## config.mk

```make
export PLATFORM = sky130hd
export DESIGN_NAME = rf_wb_scheduler
export DESIGN_NICKNAME = d
export VERILOG_FILES = /design/src/rtl/rf_wb_scheduler.sv
export SDC_FILE = /design/constraint.sdc
export NUM_CORES = 1
export LEC_CHECK = 0
export ABC_AREA = 1
export CAP_MARGIN = 10
export CORE_ASPECT_RATIO = 0.75
export CORE_UTILIZATION = 53
export DETAILED_ROUTE_END_ITERATION = 6
export GPL_TIMING_DRIVEN = 0
export PLACE_DENSITY = 0.87
export SYNTH_ARGS = -nofsm -noshare
export SYNTH_HDL_FRONTEND = slang
export SYNTH_SLANG_ARGS = --single-unit
```

## constraint.sdc

```tcl
create_clock -name clk -period 5.6 [get_ports clk]
set_input_delay 0.56 -clock clk [delete_from_list [all_inputs] [get_ports clk]]
set_output_delay 0.56 -clock clk [all_outputs]
set_load 0.02 [all_outputs]
```

## src/rtl/rf_wb_scheduler.sv

```systemverilog
// ---------------------------------------------------------------------------
// rf_wb_scheduler
// Sequences the single write port of a 32x32 register file.
//  - Round-robin arbitration between the ALU writeback (wb0) and the
//    load/memory writeback (wb1).
//  - One registered commit cycle per accepted writeback (rf_we/rf_waddr/
//    rf_wdata); the register file itself writes on the falling edge inside
//    that cycle.
//  - Busy scoreboard of registers with an outstanding writeback, used by
//    decode to stall on RAW (stall_a/stall_b) and WAW (iss_ready) hazards.
//  - Sticky err_spurious flag for writebacks to registers that are not busy.
//    It is quiet for the two cycles after a flush, because in-flight results
//    may still land on registers the flush has just released.
// Optional build macro: RF_WB_BYPASS_EN
//  - Defined: a source register being committed this cycle does not stall,
//    since the falling-edge write makes it readable in the second half of
//    the commit cycle.
//  - Undefined: the stall drops one cycle after the commit cycle.
// ---------------------------------------------------------------------------
module rf_wb_scheduler #(
   parameter int NREG = 32,
   parameter int AW   = 5,
   parameter int DW   = 32
) (
   input  logic          clk,
   input  logic          rst,
   input  logic          flush,
   // issue interface
   input  logic          iss_valid,
   input  logic [AW-1:0] iss_rd,
   output logic          iss_ready,
   // decode source hazard lookup
   input  logic [AW-1:0] ra,
   input  logic [AW-1:0] rb,
   output logic          stall_a,
   output logic          stall_b,
   // ALU writeback
   input  logic          wb0_valid,
   input  logic [AW-1:0] wb0_rd,
   input  logic [DW-1:0] wb0_data,
   output logic          wb0_ready,
   // load writeback
   input  logic          wb1_valid,
   input  logic [AW-1:0] wb1_rd,
   input  logic [DW-1:0] wb1_data,
   output logic          wb1_ready,
   // register file write port
   output logic          rf_we,
   output logic [AW-1:0] rf_waddr,
   output logic [DW-1:0] rf_wdata,
   // error flag
   output logic          err_spurious
);

   // Round-robin preference: which source wins when both are valid.
   typedef enum logic {
      PREF_WB0 = 1'b0,
      PREF_WB1 = 1'b1
   } pref_t;

   pref_t           r_rr_ptr;
   logic [NREG-1:0] r_busy;
   logic [1:0]      r_quiet;
   logic            r_err;
   logic            r_we;
   logic [AW-1:0]   r_waddr;
   logic [DW-1:0]   r_wdata;

   logic            w_contend;
   logic            w_grant0;
   logic            w_grant1;
   logic            w_acc_valid;
   logic [AW-1:0]   w_acc_rd;
   logic [DW-1:0]   w_acc_data;
   logic            w_iss_acc;
   logic            w_spurious;
   logic            w_byp_a;
   logic            w_byp_b;
   logic [NREG-1:0] w_busy_next;

   // Arbitration: a lone valid source wins, a contended cycle follows rr_ptr.
   always_comb begin
      w_contend = wb0_valid & wb1_valid;
      w_grant0  = 1'b0;
      w_grant1  = 1'b0;
      if (w_contend) begin
         if (r_rr_ptr == PREF_WB0) begin
            w_grant0 = 1'b1;
         end else begin
            w_grant1 = 1'b1;
         end
      end else begin
         w_grant0 = wb0_valid;
         w_grant1 = wb1_valid;
      end
   end

   // Select the rd/data of the accepted writeback (if any).
   always_comb begin
      w_acc_valid = 1'b0;
      w_acc_rd    = '0;
      w_acc_data  = '0;
      case ({w_grant1, w_grant0})
         2'b01: begin
            w_acc_valid = 1'b1;
            w_acc_rd    = wb0_rd;
            w_acc_data  = wb0_data;
         end
         2'b10: begin
            w_acc_valid = 1'b1;
            w_acc_rd    = wb1_rd;
            w_acc_data  = wb1_data;
         end
         default: begin
            w_acc_valid = 1'b0;
            w_acc_rd    = '0;
            w_acc_data  = '0;
         end
      endcase
   end

   // Issue handshake and spurious-writeback detection.
   always_comb begin
      w_iss_acc  = iss_valid & ~r_busy[iss_rd];
      w_spurious = 1'b0;
      if (w_acc_valid && (w_acc_rd != '0) && !r_busy[w_acc_rd] &&
          !flush && (r_quiet == 2'd0)) begin
         w_spurious = 1'b1;
      end else begin
         w_spurious = 1'b0;
      end
   end

   // Next scoreboard: commit clears, issue sets (set wins), flush clears all.
   always_comb begin
      w_busy_next = r_busy;
      if (flush) begin
         w_busy_next = '0;
      end else begin
         if (r_we) begin
            w_busy_next[r_waddr] = 1'b0;
         end else begin
            w_busy_next = w_busy_next;
         end
         if (w_iss_acc) begin
            w_busy_next[iss_rd] = 1'b1;
         end else begin
            w_busy_next = w_busy_next;
         end
      end
      w_busy_next[0] = 1'b0;
   end

   // Bypass match: the register being committed right now.
`ifdef RF_WB_BYPASS_EN
   always_comb begin
      w_byp_a = r_we & (r_waddr == ra);
      w_byp_b = r_we & (r_waddr == rb);
   end
`else
   always_comb begin
      w_byp_a = 1'b0;
      w_byp_b = 1'b0;
   end
`endif

   assign wb0_ready    = w_grant0;
   assign wb1_ready    = w_grant1;
   assign iss_ready    = ~r_busy[iss_rd];
   assign stall_a      = r_busy[ra] & ~w_byp_a;
   assign stall_b      = r_busy[rb] & ~w_byp_b;
   assign rf_we        = r_we;
   assign rf_waddr     = r_waddr;
   assign rf_wdata     = r_wdata;
   assign err_spurious = r_err;

   // Round-robin pointer: flips to the other source after a contended grant.
   always_ff @(posedge clk or posedge rst) begin
      if (rst) begin
         r_rr_ptr <= PREF_WB0;
      end else begin
         case (r_rr_ptr)
            PREF_WB0: r_rr_ptr <= w_contend ? PREF_WB1 : PREF_WB0;
            PREF_WB1: r_rr_ptr <= w_contend ? PREF_WB0 : PREF_WB1;
            default:  r_rr_ptr <= PREF_WB0;
         endcase
      end
   end

   // Scoreboard register.
   always_ff @(posedge clk or posedge rst) begin
      if (rst) begin
         r_busy <= '0;
      end else begin
         r_busy <= w_busy_next;
      end
   end

   // Commit stage: one write-port cycle per accepted nonzero-rd writeback.
   always_ff @(posedge clk or posedge rst) begin
      if (rst) begin
         r_we    <= 1'b0;
         r_waddr <= '0;
         r_wdata <= '0;
      end else begin
         if (w_acc_valid) begin
            r_we    <= (w_acc_rd != '0);
            r_waddr <= w_acc_rd;
            r_wdata <= w_acc_data;
         end else begin
            r_we    <= 1'b0;
         end
      end
   end

   // Sticky error flag and the post-flush quiet window.
   always_ff @(posedge clk or posedge rst) begin
      if (rst) begin
         r_err   <= 1'b0;
         r_quiet <= 2'd0;
      end else begin
         if (w_spurious) begin
            r_err <= 1'b1;
         end else begin
            r_err <= r_err;
         end
         if (flush) begin
            r_quiet <= 2'd2;
         end else if (r_quiet != 2'd0) begin
            r_quiet <= r_quiet - 2'd1;
         end else begin
            r_quiet <= 2'd0;
         end
      end
   end

endmodule

```

==> impl_results.md, run 1 <==
* FP Rows at 30
* Clock latency on the worst-skew pair at 340 ps
* Leak at 2.794 nW
* Minimum clock period at 3570 ps
* Root Driver: clkbuf_16
* Post-route ant nets at 0
* Worst r2r path cells at 11
* CTS tree: done
* Area grow syn2layout at 37.36%
* Pre-antenna DRT Iters at 7
* Arrival time worst endpoint at 3010 ps
* Worst slew pin tran at 896.1 ps
* RSZ-0062 raised after global routing: no
* Vias in the first global route at 5,409
* CP max stage cell: clkdlybuf4s50_1
* Synth Warn # at 0
* Start point of the worst hold path: flush
* Setup Buffers After CTS at 0
* Status: complete, but fails checks
* Part of the power in combinational logic at 29.2%
* Cell Count, Final, Fillers Out at 928
* Hold_buf cts at 0
* Hold crit path type: input pin to flop
* Req. time, crit path at 5040 ps
* DP Cell Count at 911
* Vias/cell at 6.045
* GP Congestion at 0.9851
* First-pass GRT wire length at 27,280 um
* CP Cell Sequence: clkdlybuf4s50_1, nand2_2, buf_6, o22ai_1, o21ai_0, nand2_2, nor2_2, nand2_4, buf_12, clkdlybuf4s50_1
* Final wirelength at 17,620 um
* # IOs at 139
* R2R setup slack at 3600 ps
* Reg2reg start: r_rr_ptr
* Pwr Density at 252.1 nW/um^2
* CP Class: input pin to output port
* Vias at 5,610
* Reg2reg end: err_spurious
* Clock-pin transition on the worst setup and hold timing paths at 70 ps
* Final hold violations at 0
* CP Max Fanout at 10
* CP startpoint kind: input pin
* CTS sink count at 73
* Die Y at 85.69 um
* Switching share of power at 33.60%
* H-tree depth at 3
* Syn Nets at 741
* Syn Area/Cell at 7.662 sq um
* Max Root-Sink Buffers at 2
* HPWL after detailed placement at 12,920 um
* DIE WIDTH at 113.6 um
* Hold path depth at 2
* Peak supply drop at 0.2104 mV
* Final Hold Slack at 397.2 ps
* Grt total ovfl at 0
* Pint at 1.138 mW
* Fin crit share at 63.76%
* Fill cells at 660
* Commonest cells after routing, fill and taps aside: clkdlybuf4s50_1, nand2_1, o21ai_0
* Critical path's largest stage delay at 540 ps
* Worst setup EP type: output port
* Skew final at 9.171 ps
* Core Util, Final at 75.16%
* Mapped Area at 4950 sq um
* Proportion of layout cells with a drive suffix above 1 at 14.14%
* Worst Hold End: r_busy[31]
* Final setup fails at 0
* Layout Nets at 889
* Fmax at 0.2801 GHz
* Max-slew violation count at 0
* Unique masters post-synth at 33
* Failing checks: DRC
* Most common cell after layout, fill and taps aside: clkdlybuf4s50_1
* Switching Power at 0.5760 mW
* Sequential share of power at 35.0%
* Die ar. at 9734 sq um
* Buffers on Ports at 137
* Sequential area share after synthesis at 36.91%
* Seq cells post-synth at 73
* Largest net degree at the start of global routing at 74
* Core Box Area at 9046 sq um
* Clock power frac at 35.9%
* Cell count after synthesis at 646
* Antenna violations before repair at 0
* Num CTS Buffers at 9
* Slew margin rel. at 40.26%
* Max-cap violations at 0
* Routed WL per cell at 18.99 um
* Global Route Usage Sum at 36.40%
* Initial Utilization at 54.72%
* Setup TNS at 0 ps
* Post-CTS sizing at 0
* DR DRC count at 2
* Initial DRC count at 709
==> layout make-up <==
type | count | area (sq um) | area share [%]
clock buffer | 9 | 225.2 | 3.312
antenna | 1 | 2.502 | 0.03681
tap | 128 | 160.2 | 2.356
timing repair buffer | 137 | 1371 | 20.17
buffer | 34 | 256.5 | 3.773
clock inverter | 7 | 87.58 | 1.288
multi-input combinational | 470 | 2608 | 38.35
sequential | 73 | 1827 | 26.87
inverter | 69 | 261.5 | 3.846
==> stage by stage <==
step	total power [mW]	setup slack, ps	cell area, sq um
6_report	1.714	2030	6799
5_1_grt	1.769	1953	6797
4_1_cts	1.705	2117	6797
3_5_place_dp	1.098	2138	6484
3_3_place_gp	1.084	2014	6481
2_1_floorplan	0.8710	3187	4950
==> cell usage after synthesis (all sizes together) <==
| cell | number | share of area, % |
|---|---|---|
| a31oi | 2 | 0.25 |
| dfrtp | 73 | 37 |
| clkinv | 1 | 0.076 |
| o22ai | 15 | 2.4 |
| a22oi | 32 | 4.9 |
| nor2 | 55 | 4.4 |
| nand3b | 3 | 0.45 |
| nand4 | 2 | 0.25 |
| a32oi | 2 | 0.35 |
| nor3 | 9 | 0.91 |
| a21oi | 60 | 8.4 |
| o2bb2ai | 1 | 0.18 |
| nand3 | 83 | 11 |
| o211ai | 9 | 1.4 |
| clkbuf | 17 | 1.7 |
| nand2 | 118 | 9.3 |
| buf | 17 | 3.5 |
| inv | 68 | 5.2 |
| o21ai | 79 | 8.1 |
==> power by group through the flow <==
stage / Sequential (mW) / Clock, mW / Combinational [mW]
detailed placement: 0.607 / 0 / 0.491
CTS: 0.599 / 0.612 / 0.494
global placement: 0.605 / 0 / 0.478
finish: 0.600 / 0.615 / 0.500
global route: 0.604 / 0.632 / 0.532
floorplan: 0.647 / 0 / 0.224
==> metal layers <==
metal | wire length (um) | vias up | GRT usage, % | part of all wire (%)
li1 | - | 2521 | - | -
met1 | 6954 | 2678 | 47.64 | 39
met2 | 8077 | 336 | 57.76 | 46
met3 | 1915 | 75 | 8.269 | 11
met4 | 670 | 0 | 16.87 | 3.8
met5 | 0 | - | 0 | 0
==> worst max-delay path by stage <==
stage                   start           end
floorplan                 rst  err_spurious
global placement          rst    r_busy[17]
detailed placement  iss_rd[0]     iss_ready
CTS                 iss_rd[0]     iss_ready
global route        iss_rd[0]     iss_ready
finish              iss_rd[0]     iss_ready
==> cell families after synthesis <==
group / after synthesis / synth area share [%]
flops: 73 / 36.91
compound gates: 200 / 25.96
buf+inv: 103 / 10.41
simple gates: 270 / 26.72
==> critical path, delay by kind of cell <==
kind / cells / cell delay, ps
buffers and inverters: 4 / 1440
AO/OA/AOI/OAI: 2 / 400
AND/OR/NAND/NOR: 4 / 630
==> registers in the layout, summed over array words and instances, names as in the netlist <==
register / flops
r_busy: 31
rf_wdata: 32
r_quiet: 2
rf_we: 1
r_rr_ptr: 1
rf_waddr: 5
err_spurious: 1
Power figures use the tool's default switching activity.
==> inputs of run 2 (changes only) <==
- CORE_UTILIZATION: 53 -> 49
- PLACE_DENSITY: 0.87 -> 0.82
- clock period: 5.6 -> 3.6 ns (I/O delays scaled with it)
==> run 2 against run 1 <==
  * The flow now finishes without violations
  * Count of clock-buffer cells in the layout rose by 2
  * Flip-flop and latch count did not move
  * Power rose by 49%
  * Combinational power rose by 54%
  * Clock power rose by 39%
  * Largest cell class unchanged
  * Highest routed layer unchanged
==> impl_results.md, run 2 (synthesized netlist as in run 1, its figures left out) <==
* DIE WIDTH at 118.1 um (+3.9%)
* Post-CTS sizing at 0 (unchanged)
* Peak supply drop at 0.3248 mV (+54%)
* CP Class: input pin to output port
* Leak at 2.769 nW (-0.92%)
* Setup TNS at 0 ps (unchanged)
* Final instance area at 6771 sq um (-0.40%)
* Setup Buffers After CTS at 0 (unchanged)
* Skew final at 10.22 ps (+1.045 ps)
* CP Max Fanout at 10 (unchanged)
* GP Congestion at 1.017 (+3.2%)
* Core Box Area at 9736 sq um (+7.6%)
* CP startpoint kind: input pin
* Root Driver: clkbuf_16
* HPWL after detailed placement at 12,890 um (-0.22%)
* Final wirelength at 17,730 um (+0.65%)
* Grt total ovfl at 0 (unchanged)
* Vias in the first global route at 5,139 (-5.0%)
* R2R setup slack at 1700 ps (-1900 ps)
* Max-slew violation count at 0 (unchanged)
* Final setup fails at 0 (unchanged)
* Place WS at 546.5 ps (-1591 ps)
* Final Hold Slack at 201.8 ps (-195.4 ps)
* Clock latency on the worst-skew pair at 340 ps (about the same)
* Die ar. at 10,510 sq um (+8.0%)
* Hold_buf cts at 0 (unchanged)
* Slew margin rel. at 37.99% (-2.3 points)
* Hold crit path type: input pin to flop
* Fin crit share at 86.60%
* Placed cell areas at 6489 sq um (about the same)
* Status: completed
* # IOs at 139 (unchanged)
* Commonest cells after routing, fill and taps aside: clkdlybuf4s50_1, nand2_1, o21ai_0
* Minimum clock period at 3118 ps
* Pwr Density at 378.3 nW/um^2 (+50%)
* Vias/cell at 5.837 (-3.4%)
* Layout Nets at 889 (unchanged)
* Worst setup EP type: output port
* Routed WL per cell at 19.05 um (+0.32%)
* FP Rows at 31 (+3.3%)
* Worst setup margin at 482.3 ps (-1547 ps)
* Initial Utilization at 50.84% (-3.9 points)
* Post-route ant nets at 0 (unchanged)
* Vias at 5,434 (-3.1%)
* Largest net degree at the start of global routing at 74 (unchanged)
* Antenna violations before repair at 0 (unchanged)
* Worst slew pin tran at 930.2 ps (+34.13 ps)
* Buffers on Ports at 137 (unchanged)
* Req. time, crit path at 3240 ps (-1800 ps)
* Final hold violations at 0 (unchanged)
* CTS tree: done
* RSZ-0062 raised after global routing: no
* Die Y at 89.04 um (+3.9%)
* Num CTS Buffers at 9 (unchanged)
* Clock-pin transition on the worst setup and hold timing paths at 60 ps (about the same)
* Global Route Usage Sum at 33.34% (-3.1 points)
* DR DRC count at 0 (-2)
* Arrival time worst endpoint at 2760 ps (-250 ps)
* Antenna diodes at 0 (-1)
* Pre-antenna DRT Iters at 7 (unchanged)
* Max Root-Sink Buffers at 2 (unchanged)
* Max-cap violations at 0 (unchanged)
* First-pass GRT wire length at 26,720 um (-2.0%)
* Proportion of layout cells with a drive suffix above 1 at 14.02% (-0.13 points)
* H-tree depth at 3 (unchanged)
* CTS sink count at 73 (unchanged)
* Fmax at 0.3208 GHz
* Most common cell after layout, fill and taps aside: clkdlybuf4s50_1
* Largest register FFs at 32 (unchanged)
* Initial DRC count at 507 (-28%)
* Area grow syn2layout at 36.80%
==> run 2: cell types whose count changed in the layout (fill, tap and decap cells not counted), sizes merged <==
cell / delta
bufinv: -1
clkinv: -2
inv: -2
diode: -1
clkinvlp: +3
clkbuf: +2
==> run 2: layout make-up <==
class	count	area, sq um
repair buffers	137	1371
multi-input cells	470	2608
plain buffers	34	256.5
inverters	69	261.5
fillers	813	2964
clock inverters	5	40.04
well taps	132	165.2
clock buffers	11	242.7
flip-flops and latches	73	1827
==> run 2: critical path, cell delays in order <==
cell and delay [ps]:
clkdlybuf4s50_1 520, nand2_2 230, buf_6 190, o22ai_1 80
o21ai_0 290, nand2_2 90, nor2_2 150, nand2_4 130
buf_12 170, clkdlybuf4s50_1 530
==> run 2: per-layer routing <==
| layer | wire length, um | GRT usage [%] | part of all wire [%] |
|---|---|---|---|
| met1 | 7353 | 44.32 | 41 |
| met2 | 7898 | 50.37 | 45 |
| met3 | 1917 | 9.821 | 11 |
| met4 | 563 | 15.97 | 3.2 |
| met5 | 0 | 0 | 0 |
==> run 2: power breakdown <==
part | internal [mW] | total, mW | switching [mW]
logic | 0.335 | 0.772 | 0.437
clock network | 0.489 | 0.857 | 0.368
registers | 0.883 | 0.932 | 0.0493
total | 1.71 | 2.56 | 0.854
==> run 2: path summary, 6_finish.rpt <==
check	to	depth (start not counted)	from
setup / recovery	iss_ready	10	iss_rd[0]
hold / removal	r_busy[31]	2	flush
setup reg to reg	err_spurious	11	r_rr_ptr
hold reg to reg	r_quiet[0]	1	r_quiet[0]
max in group asynchronous	r_busy[3]	2	rst
min in group asynchronous	rf_wdata[27]	2	rst
==> run 2: per-stage QoR <==
stage	instances	util [%]	power, mW
floorplan	646	-	1.355
CTS	931	69.55	2.557
global placement	915	66.62	1.689
detailed placement	915	66.65	1.705
finish	931	69.55	2.561
global route	931	69.55	2.664
==> inputs of run 3 (changes only) <==
- PLACE_DENSITY: 0.82 -> 0.8
==> run 3 against run 2 <==
  * Via count grew 1.2%
  * Clock power is 15% higher
  * Largest power group is now the clock network
  * Highest routed layer unchanged
  * Routed wire length is essentially flat
  * Sequential share of layout area fell by 0.28 points
==> impl_results.md, run 3 (synthesized netlist as in run 1, its figures left out) <==
* Status: completed
* Setup Buffers After CTS at 0 (unchanged)
* Largest register FFs at 32 (unchanged)
* Final instance area at 6842 sq um (+1.0%)
* CTS sink count at 73 (unchanged)
* Fin crit share at 86.63% (about the same)
* Pwr Total at 2.696 mW (+5.3%)
* Placed cell areas at 6516 sq um (+0.42%)
* Worst Hold End: r_busy[31]
* Cell Count, Final, Fillers Out at 932 (+0.11%)
* RSZ-0062 raised after global routing: no
* Buffers on Ports at 137 (unchanged)
* Antenna violations before repair at 0 (unchanged)
* Num CTS Buffers at 9 (unchanged)
* Proportion of layout cells with a drive suffix above 1 at 14.25% (+0.23 points)
* DIE WIDTH at 118.1 um (unchanged)
* Hold path depth at 2 (unchanged)
* Clock latency on the worst-skew pair at 340 ps (about the same)
* Place WS at 550.4 ps (+3.962 ps)
* Req. time, crit path at 3240 ps (about the same)
* FP Rows at 31 (unchanged)
* Commonest cells after routing, fill and taps aside: clkdlybuf4s50_1, nand2_1, o21ai_0
* # IOs at 139 (unchanged)
* Core Box Area at 9736 sq um (unchanged)
* Global Route Usage Sum at 33.87% (+0.53 points)
* Leak at 2.814 nW (+1.6%)
* Final wirelength at 17,740 um (about the same)
* Skew final at 8.724 ps (-1.492 ps)
* DR DRC count at 0 (unchanged)
* Fmax at 0.3206 GHz (about the same)
* Fill cells at 804 (-1.1%)
* Final hold violations at 0 (unchanged)
* Final setup fails at 0 (unchanged)
* Worst setup margin at 481.3 ps (-1.028 ps)
* CP startpoint kind: input pin
* Most common cell after layout, fill and taps aside: clkdlybuf4s50_1
* Final Hold Slack at 205.4 ps (+3.597 ps)
* Die Y at 89.04 um (unchanged)
* Core Util, Final at 70.27% (+0.72 points)
* Max-cap violations at 0 (unchanged)
* HPWL after detailed placement at 13,100 um (+1.6%)
* Initial DRC count at 532 (+4.9%)
* Reg2reg start: r_rr_ptr
* CTS tree: done
* DP Cell Count at 916 (+0.11%)
* H-tree depth at 3 (unchanged)
* Post-CTS sizing at 0 (unchanged)
* Multi-input logic area at 2608 sq um (unchanged)
* Worst setup EP type: output port
* Die ar. at 10,510 sq um (unchanged)
* GP Congestion at 1.003 (-1.4%)
* Clock-pin transition on the worst setup and hold timing paths at 60 ps (about the same)
* Layout Nets at 890 (+0.11%)
* Vias at 5,497 (+1.2%)
* Arrival time worst endpoint at 2760 ps (about the same)
* Worst r2r path cells at 11 (unchanged)
* Initial Utilization at 50.84% (unchanged)
* Pwr Density at 394.1 nW/um^2 (+4.2%)
* Hold crit path type: input pin to flop
* Register Area at 1827 sq um (unchanged)
* CP Max Fanout at 10 (unchanged)
* Largest net degree at the start of global routing at 61 (-18%)
* Reg2reg end: err_spurious
* CP Class: input pin to output port
* Peak supply drop at 0.2968 mV (-8.6%)
* Worst slew pin tran at 776.0 ps (-154.2 ps)
* Slew margin rel. at 48.27% (+10 points)
* Setup TNS at 0 ps (unchanged)
* Vias/cell at 5.898 (+1.1%)
* Minimum clock period at 3119 ps (+1.028 ps)
* Post-route ant nets at 0 (unchanged)
* Root Driver: clkbuf_16
* R2R setup slack at 1700 ps (about the same)
* Routed WL per cell at 19.03 um (about the same)
* First-pass GRT wire length at 27,110 um (+1.5%)
* Start point of the worst hold path: flush
* Max Root-Sink Buffers at 2 (unchanged)
* Max-slew violation count at 0 (unchanged)
* Pre-antenna DRT Iters at 6 (-1)
* Vias in the first global route at 5,199 (+1.2%)
* Antenna diodes at 0 (unchanged)
* Area grow syn2layout at 38.22%
* Hold_buf cts at 0 (unchanged)
* Grt total ovfl at 0 (unchanged)
run 3: changes by cell type in the layout (fill, tap and decap cells not counted), sizes merged:
cell,change
clkinv,+1
buf,+1
clkinvlp,-3
inv,+2
clkbuf,-2
bufinv,+2
run 3: report_power, final:
group          leakage [nW]  internal [mW]  switching [mW]  total [mW]
Sequential            0.936          0.883          0.0474       0.930
Combinational          1.72          0.338           0.439       0.777
Clock                 0.161          0.614           0.375       0.989
run 3: cell type report:
class	instances	share of cell area [%]
multi-input cells	470	38.11
flip-flops and latches	73	26.70
repair buffers	138	20.45
inverters	69	3.822
plain buffers	34	3.749
clock buffers	9	3.292
well taps	132	2.414
clock inverters	7	1.463
run 3: critical path, stage by stage:
cell and delay [ps]:
clkdlybuf4s50_1 540, nand2_2 230, buf_6 190, o22ai_1 80
o21ai_0 250, nand2_2 90, nor2_2 170, nand2_4 130
buf_12 170, clkdlybuf4s50_1 540
run 3: metal layers:
layer | share of wire [%] | global-route usage (%) | wire (um) | up-vias
met2 | 46 | 52.99 | 8135 | 314
met3 | 11 | 10.01 | 1969 | 48
met5 | 0 | 0 | 0 | -
met1 | 40 | 44.69 | 7123 | 2624
li1 | - | - | - | 2511
met4 | 2.9 | 13.40 | 512 | 0
run 3: worst max-delay path by stage:
stage | start | to | slack, ps | cells after the start
after floorplan | rst | err_spurious | 1390 | 1
after global placement | rst | rf_wdata[8] | 150 | 2
after detailed placement | iss_rd[0] | iss_ready | 550 | 10
after CTS | iss_rd[0] | iss_ready | 490 | 10
after global routing | iss_rd[0] | iss_ready | 380 | 11
final | iss_rd[0] | iss_ready | 480 | 10
